## src/rtl/silife_vga_pkg.sv

```systemverilog
// Shared 640x480@60 VGA timing constants for the SiLife display path (generator and capture),
// plus the capture FSM state type.
package silife_vga_pkg;

    localparam int H_VISIBLE = 640;
    localparam int H_FRONT   = 16;
    localparam int H_SYNC    = 96;
    localparam int H_BACK    = 48;
    localparam int H_TOTAL   = H_VISIBLE + H_FRONT + H_SYNC + H_BACK;

    localparam int V_VISIBLE = 480;
    localparam int V_FRONT   = 10;
    localparam int V_SYNC    = 2;
    localparam int V_BACK    = 33;
    localparam int V_TOTAL   = V_VISIBLE + V_FRONT + V_SYNC + V_BACK;

    // Wide enough to hold H_TOTAL itself, so a full line length can be compared exactly.
    localparam int H_CNT_W = $clog2(H_TOTAL) + 1;

    typedef enum logic [1:0] {
        IDLE,
        VBLANK,
        ACTIVE
    } capture_state_t;

endpackage

```

## src/rtl/silife_vga_sync_edge.sv

```systemverilog
// Registers the active-low VGA sync inputs and produces single-cycle edge strobes
// in the same cycle the new level is first seen.
module silife_vga_sync_edge (
    input  logic clk,
    input  logic reset,
    input  logic i_hsync,
    input  logic i_vsync,
    output logic hsync_rise,
    output logic vsync_rise,
    output logic vsync_fall
);

    logic hsync_q;
    logic vsync_q;

    // Both syncs idle high, so presetting the history to 1 keeps reset release from faking an edge.
    // NOTE: clocked state uses non-blocking assignments so every register samples pre-edge values.
    always_ff @(posedge clk or negedge reset) begin
        if (!reset) begin
            hsync_q <= 1'b1;
            vsync_q <= 1'b1;
        end else begin
            hsync_q <= i_hsync;
            vsync_q <= i_vsync;
        end
    end

    assign hsync_rise = i_hsync & ~hsync_q;
    assign vsync_rise = i_vsync & ~vsync_q;
    assign vsync_fall = ~i_vsync & vsync_q;

endmodule

```

## src/rtl/silife_vga_capture.sv

```systemverilog
// SiLife VGA capture: samples the centre pixel of every cell in a 640x480@60 stream and emits one
// grid row per strobe. Define SILIFE_CAPTURE_SYNC_CHECK_EN for the line-length check and o_sync_error.
module silife_vga_capture
    import silife_vga_pkg::*;
#(
    parameter int WIDTH      = 32,
    parameter int HEIGHT     = 32,
    parameter int CELL_SHIFT = 3
) (
    input  logic                      clk,
    input  logic                      reset,
    input  logic                      i_hsync,
    input  logic                      i_vsync,
    input  logic                      i_data,
    output logic [WIDTH-1:0]          o_cells,
    output logic [$clog2(HEIGHT)-1:0] o_row_select,
    output logic                      o_row_valid,
`ifdef SILIFE_CAPTURE_SYNC_CHECK_EN
    output logic                      o_frame_done,
    output logic                      o_sync_error
`else
    output logic                      o_frame_done
`endif
);

    localparam int RSW  = $clog2(HEIGHT);
    localparam int YW   = $clog2(HEIGHT << CELL_SHIFT) + 1;
    localparam int VBW  = $clog2(V_BACK);
    localparam int HALF = 1 << (CELL_SHIFT - 1);

    localparam logic [H_CNT_W-1:0] SAMPLE_FIRST = H_CNT_W'(H_BACK + HALF);
    localparam logic [H_CNT_W-1:0] LAST_COL     = H_CNT_W'(WIDTH - 1);
    localparam logic [YW-1:0]      LAST_ROW     = YW'(HEIGHT - 1);

    if (CELL_SHIFT < 1 || WIDTH < 2 || HEIGHT < 2 ||
        (WIDTH << CELL_SHIFT) > H_VISIBLE || (HEIGHT << CELL_SHIFT) > V_VISIBLE) begin : g_bad_geometry
        $error("silife_vga_capture: grid of %0dx%0d cells of %0d px does not fit 640x480",
               WIDTH, HEIGHT, 1 << CELL_SHIFT);
    end

    capture_state_t     state;
    capture_state_t     state_next;
    logic               h_rise;
    logic               v_rise;
    logic               v_fall;
    logic               abort;
    logic               sync_err_evt;
    logic [H_CNT_W-1:0] h_cnt;
    logic [H_CNT_W-1:0] h_off;
    logic [H_CNT_W-1:0] col;
    logic [VBW-1:0]     vb_cnt;
    logic [YW-1:0]      y_cnt;
    logic [YW-1:0]      row_idx;
    logic [WIDTH-1:0]   row_buf;
    logic               sample_en;
    logic               row_done;
    logic               frame_last;

    silife_vga_sync_edge u_sync_edge (
        .clk        (clk),
        .reset      (reset),
        .i_hsync    (i_hsync),
        .i_vsync    (i_vsync),
        .hsync_rise (h_rise),
        .vsync_rise (v_rise),
        .vsync_fall (v_fall)
    );

`ifdef SILIFE_CAPTURE_SYNC_CHECK_EN
    // h_cnt reads exactly H_TOTAL on the edge that closes a correct-length line.
    assign sync_err_evt = (state == ACTIVE) && h_rise && (h_cnt != H_CNT_W'(H_TOTAL));
`else
    assign sync_err_evt = 1'b0;
`endif

    assign abort = v_fall || sync_err_evt;

    always_ff @(posedge clk or negedge reset) begin
        if (!reset) begin
            state <= IDLE;
        end else begin
            state <= state_next;
        end
    end

    // NOTE: every combinational output gets a default first, so no path can leave it unassigned (no latch).
    always_comb begin
        state_next = state;
        case (state)
            IDLE:    if (v_rise) state_next = VBLANK;
            VBLANK: begin
                if (v_fall) begin
                    state_next = IDLE;
                end else if (h_rise && vb_cnt == VBW'(V_BACK - 1)) begin
                    state_next = ACTIVE;
                end
            end
            ACTIVE:  if (abort || frame_last) state_next = IDLE;
            default: state_next = IDLE;
        endcase
    end

    // h_cnt is clocks since the last hsync rising edge, so pixel x sits at h_cnt == H_BACK + x.
    always_comb begin
        h_off      = h_cnt - SAMPLE_FIRST;
        col        = h_off >> CELL_SHIFT;
        row_idx    = y_cnt >> CELL_SHIFT;
        sample_en  = (state == ACTIVE) && !abort && !h_rise
                  && (h_cnt >= SAMPLE_FIRST) && (h_off[CELL_SHIFT-1:0] == '0) && (col <= LAST_COL)
                  && (y_cnt[CELL_SHIFT-1:0] == CELL_SHIFT'(HALF)) && (row_idx <= LAST_ROW);
        row_done   = sample_en && (col == LAST_COL);
        frame_last = row_done && (row_idx == LAST_ROW);
    end

    always_ff @(posedge clk or negedge reset) begin
        if (!reset) begin
            h_cnt  <= '0;
            vb_cnt <= '0;
            y_cnt  <= '0;
        end else begin
            if (h_rise) begin
                h_cnt <= H_CNT_W'(1);
            end else if (h_cnt != '1) begin
                h_cnt <= h_cnt + 1'b1;
            end

            if (state != VBLANK) begin
                vb_cnt <= '0;
            end else if (h_rise) begin
                vb_cnt <= vb_cnt + 1'b1;
            end

            if (state == VBLANK) begin
                y_cnt <= '0;
            end else if (state == ACTIVE && h_rise && y_cnt != '1) begin
                y_cnt <= y_cnt + 1'b1;
            end
        end
    end

    // NOTE: row_buf is reset like any register; every emitted row is fully overwritten within one line anyway.
    always_ff @(posedge clk or negedge reset) begin
        if (!reset) begin
            row_buf <= '0;
        end else if (sample_en) begin
            row_buf <= {i_data, row_buf[WIDTH-1:1]};
        end
    end

    always_ff @(posedge clk or negedge reset) begin
        if (!reset) begin
            o_cells      <= '0;
            o_row_select <= '0;
            o_row_valid  <= 1'b0;
            o_frame_done <= 1'b0;
        end else begin
            o_row_valid  <= row_done;
            o_frame_done <= o_row_valid && (o_row_select == RSW'(HEIGHT - 1));
            if (row_done) begin
                o_cells      <= {i_data, row_buf[WIDTH-1:1]};
                o_row_select <= row_idx[RSW-1:0];
            end
        end
    end

`ifdef SILIFE_CAPTURE_SYNC_CHECK_EN
    always_ff @(posedge clk or negedge reset) begin
        if (!reset) begin
            o_sync_error <= 1'b0;
        end else if (v_rise) begin
            o_sync_error <= 1'b0;
        end else if (sync_err_evt) begin
            o_sync_error <= 1'b1;
        end
    end
`endif

endmodule

```

## config.mk

```make
export PLATFORM = sky130hd
export DESIGN_NAME = silife_vga_capture
export DESIGN_NICKNAME = d
export VERILOG_FILES = /design/src/rtl/silife_vga_pkg.sv /design/src/rtl/silife_vga_sync_edge.sv /design/src/rtl/silife_vga_capture.sv
export SDC_FILE = /design/constraint.sdc
export NUM_CORES = 1
export LEC_CHECK = 0
export ABC_AREA = 1
export CORE_MARGIN = 10
export CORE_UTILIZATION = 35
export CTS_CLUSTER_DIAMETER = 100
export DETAILED_ROUTE_END_ITERATION = 16
export PLACE_DENSITY = 0.58
export SETUP_SLACK_MARGIN = 0.02
export SLEW_MARGIN = 20
export SYNTH_ARGS = -nofsm -noshare
export SYNTH_HDL_FRONTEND = slang
export SYNTH_SLANG_ARGS = --single-unit
```

## constraint.sdc

```tcl
create_clock -name clk -period 4.35 [get_ports clk]
set_input_delay 0.87 -clock clk [delete_from_list [all_inputs] [get_ports clk]]
set_output_delay 0.87 -clock clk [all_outputs]
set_load 0.05 [all_outputs]
```

==> run_results.csv <==
group,metric,value,unit
floorplanning,die_area,0.01796,mm^2
place,dp_slack,1.126,ns
clock_network,cts.sinks,100,
floorplanning,die_x,134.0,um
synthesis,post-synth-top-count-cell,"dfrtp_1",
critical_path,reg2reg_slack,1.91,ns
grt,overflow,0,
layout,fin_area,0.005370,mm^2
detailed_routing,drtIter0Drc,202,
grt,grt_pass1_wl,15.25,mm
clock_network,cts_made_buffers,9,
synthesis,muxShareOfSynthArea,0,%
critical_path,cp.required,4.56,ns
sta,max_freq,0.3496,GHz
synthesis,yosys.cell_types.count,32,
layout,drive_gt1_share,15.70,%
sta,tns,0,ns
floorplanning,boundaryPins,44,
layout,nets,544,
sta,finalSetupViolCount,0,
synthesis,synth_top_family_by_area,"simple AND/OR/NAND/NOR gates",
job,drv_cap,0,
layout,instances_no_fill,707,
layout,diodes,0,
synthesis,synth_edf_count,0,
sta,rsz0062_at_grt,"false",
layout,area_growth,18.04,%
detailed_routing,totalWireLength,8.478,mm
place,gp_congestion,0.8250,
critical_path,worstPathArrival,3.07,ns
floorplanning,coreArea,0.01267,mm^2
grt,track_usage,10.11,%
power_and_ir_drop,peakVddDrop,0.2929,mV
run_status,status,"finished, final reports clean",
clock_network,clk_transition_reported_paths,0.07,ns
power_and_ir_drop,power_density,363.7,mW/mm^2
grt,busiest_layer,"met2",
critical_path,worstSetupStartpointType,"input port",
grt,grt_max_degree,63,
grt,antenna_found_initial,0,
synthesis,synth-xor-area-share,0.3850,%
synthesis,synthArstFlopShare,100.0,%
synthesis,seq_area_frac_synth,55.06,%
detailed_routing,vias_per_cell,4.523,
sta,skew,0.009401,ns
critical_path,ff2ff_path_depth,11,
clock_network,h-tree-depth,3,
synthesis,synth_fa_ha_area_share,2.475,%
layout,final_core_util,42.38,%
sta,setup_ws,1.490,ns
detailed_routing,vias,3198,
hold_path,hp-class,"input port to asynchronous set/reset pin",
sta,hold_violations,0,
synthesis,synth_flop_cell,"dfrtp_1",
floorplanning,die_height,134.0,um
clock_network,cts_setup_buffers,0,
place,place_area,0.005085,mm^2
synthesis,synthCells,490,
detailed_routing,antenna_left,0,
synthesis,synth-simple-area-share,19.47,%
clock_network,clkLatencyLatePin,0.34,ns
detailed_routing,drt-pass1-iter-count,4,
critical_path,cp-end-kind,"flop",
sta,period_share,65.75,%
synthesis,yosys.area.top_type,"dfrtp_1",
floorplanning,placementRows,41,
place,dp.cells,691,
grt,grt_pass1_vias,3263,
power_and_ir_drop,p_leak,2.388,nW
sta,finalCriticalPeriod,2.860,ns
clock_network,clk_path_buf_depth,2,
critical_path,path_max_fanout,61,
grt,met1_usage,12.26,%
detailed_routing,wl_per_cell,11.99,um
synthesis,synth_nets,504,
sta,slew_headroom,42.83,%
place,port_buffers,43,
synthesis,netlist_top_cells_area,"dfrtp_1 (54%), nand2_1 (7.9%), o21ai_2 (5.8%)",
synthesis,synth-compound-area-share,14.00,%
synthesis,synth-warning-count,0,
floorplanning,start_util,35.90,%
clock_network,ctsHoldBuffers,0,
sta,slew_violations,0,
power_and_ir_drop,design_power_total,1.953,mW
sta,tightest_slew,0.8575,ns
grt,globalRouteMet2Util,16.30,%
clock_network,clock-root-buffer,"clkbuf_16",
synthesis,synth_commonest_cells,"dfrtp_1 (98), nand2_1 (96), inv_1 (65)",
synthesis,avgSynthCellArea,9.284,um^2
synthesis,synth-seq-cells,100,
sta,whs,0.4436,ns
place,hpwl,5.985,mm
clock_network,cts_tree,"done",
grt,grt_use_met3,4.332,%
clock_network,cts_resized,0,
detailed_routing,drc,0,
synthesis,synth_top_area_share,53.91,%
critical_path,worstSetupPathType,"input port to flop",
synthesis,synth_area,0.004549,mm^2
==> worst paths after layout <==
check,startpoint,to
max,i_hsync,o_cells[24]$_DFFE_PN0N_
min,reset,o_row_select[1]$_DFFE_PN0N_
max reg2reg,u_sync_edge.hsync_q$_DFF_PN1_,o_cells[24]$_DFFE_PN0N_
min reg2reg,vb_cnt[5]$_DFFE_PN0P_,vb_cnt[5]$_DFFE_PN0P_
max in group asynchronous,reset,u_sync_edge.vsync_q$_DFF_PN1_
min in group clk,vb_cnt[5]$_DFFE_PN0P_,vb_cnt[5]$_DFFE_PN0P_
==> state kept, by name (all words and copies together), names as in the netlist <==
name and cells:
h_cnt 11, o_cells 32, o_frame_done 1, o_row_select 5, o_row_valid 1, row_buf 31, state 2, u_sync_edge.hsync_q 1
u_sync_edge.vsync_q 1, vb_cnt 6, y_cnt 9
==> cell families after synthesis <==
group | count (synthesis)
AOI/OAI and AO/OA | 103
DFF | 100
xor gates and xnor gates | 2
adders and majority gates | 9
buffers and inverters | 86
and+or+nand+nor | 190
==> critical path, stage by stage <==
cell and delay (ns):
clkdlybuf4s50_1 0.42, nand2_1 0.39, nand2_1 0.11, nor2_1 0.10, nand2_1 0.08, nor2_2 0.15
nand3_4 0.11, nor2_8 0.23, inv_4 0.31, nand2_1 0.19, o21ai_2 0.06
==> cell type report <==
type / count / area [um^2]
Fill cell: 1274 / 7301
Sequential cell: 100 / 2505
Multi-Input combinational cell: 304 / 1653
Timing Repair Buffer: 46 / 450.4
Inverter: 69 / 261.5
Clock buffer: 10 / 239.0
Tap cell: 172 / 215.2
Clock inverter: 6 / 46.29
==> per-layer routing <==
metal / vias to the layer above / wire (um)
met4: 0 / 66
li1: 1639 / -
met5: - / 0
met2: 45 / 3985
met3: 5 / 503
met1: 1509 / 3923
==> cells in the final DEF (no fill, tap or decap) <==
| cell | n |
|---|---|
| clkinv_1 | 1 |
| nor2_1 | 32 |
| xor2_1 | 2 |
| nor2_2 | 2 |
| o211a_1 | 1 |
| clkinv_4 | 1 |
| nand3b_4 | 1 |
| inv_1 | 65 |
| nor4_1 | 4 |
| inv_2 | 2 |
| dfstp_2 | 2 |
| nand2_1 | 96 |
| nand3b_1 | 1 |
| nand3_2 | 1 |
| a31oi_1 | 1 |
| o21ai_2 | 30 |
| dfrtp_1 | 98 |
| a21oi_1 | 18 |
| nor2_8 | 1 |
| buf_4 | 4 |
| clkbuf_16 | 9 |
| o21a_1 | 1 |
| nor3_2 | 1 |
| o21ai_0 | 52 |
| inv_6 | 2 |
| clkinv_2 | 1 |
| clkbuf_8 | 1 |
| nor3_1 | 4 |
| nand3_4 | 1 |
| ha_1 | 9 |
| nand2_2 | 22 |
| inv_4 | 1 |
| clkinvlp_4 | 2 |
| nand3_1 | 20 |
| nand4_1 | 4 |
| clkdlybuf4s50_1 | 42 |
==> report_power, final <==
part	leakage (nW)	internal [mW]	total [mW]	switching, mW
logic	0.872	0.0634	0.204	0.141
registers	1.38	0.961	0.991	0.0298
clock network	0.135	0.407	0.758	0.350
total	2.39	1.43	1.95	0.521
No activity file was read; power rests on OpenSTA's default activity.
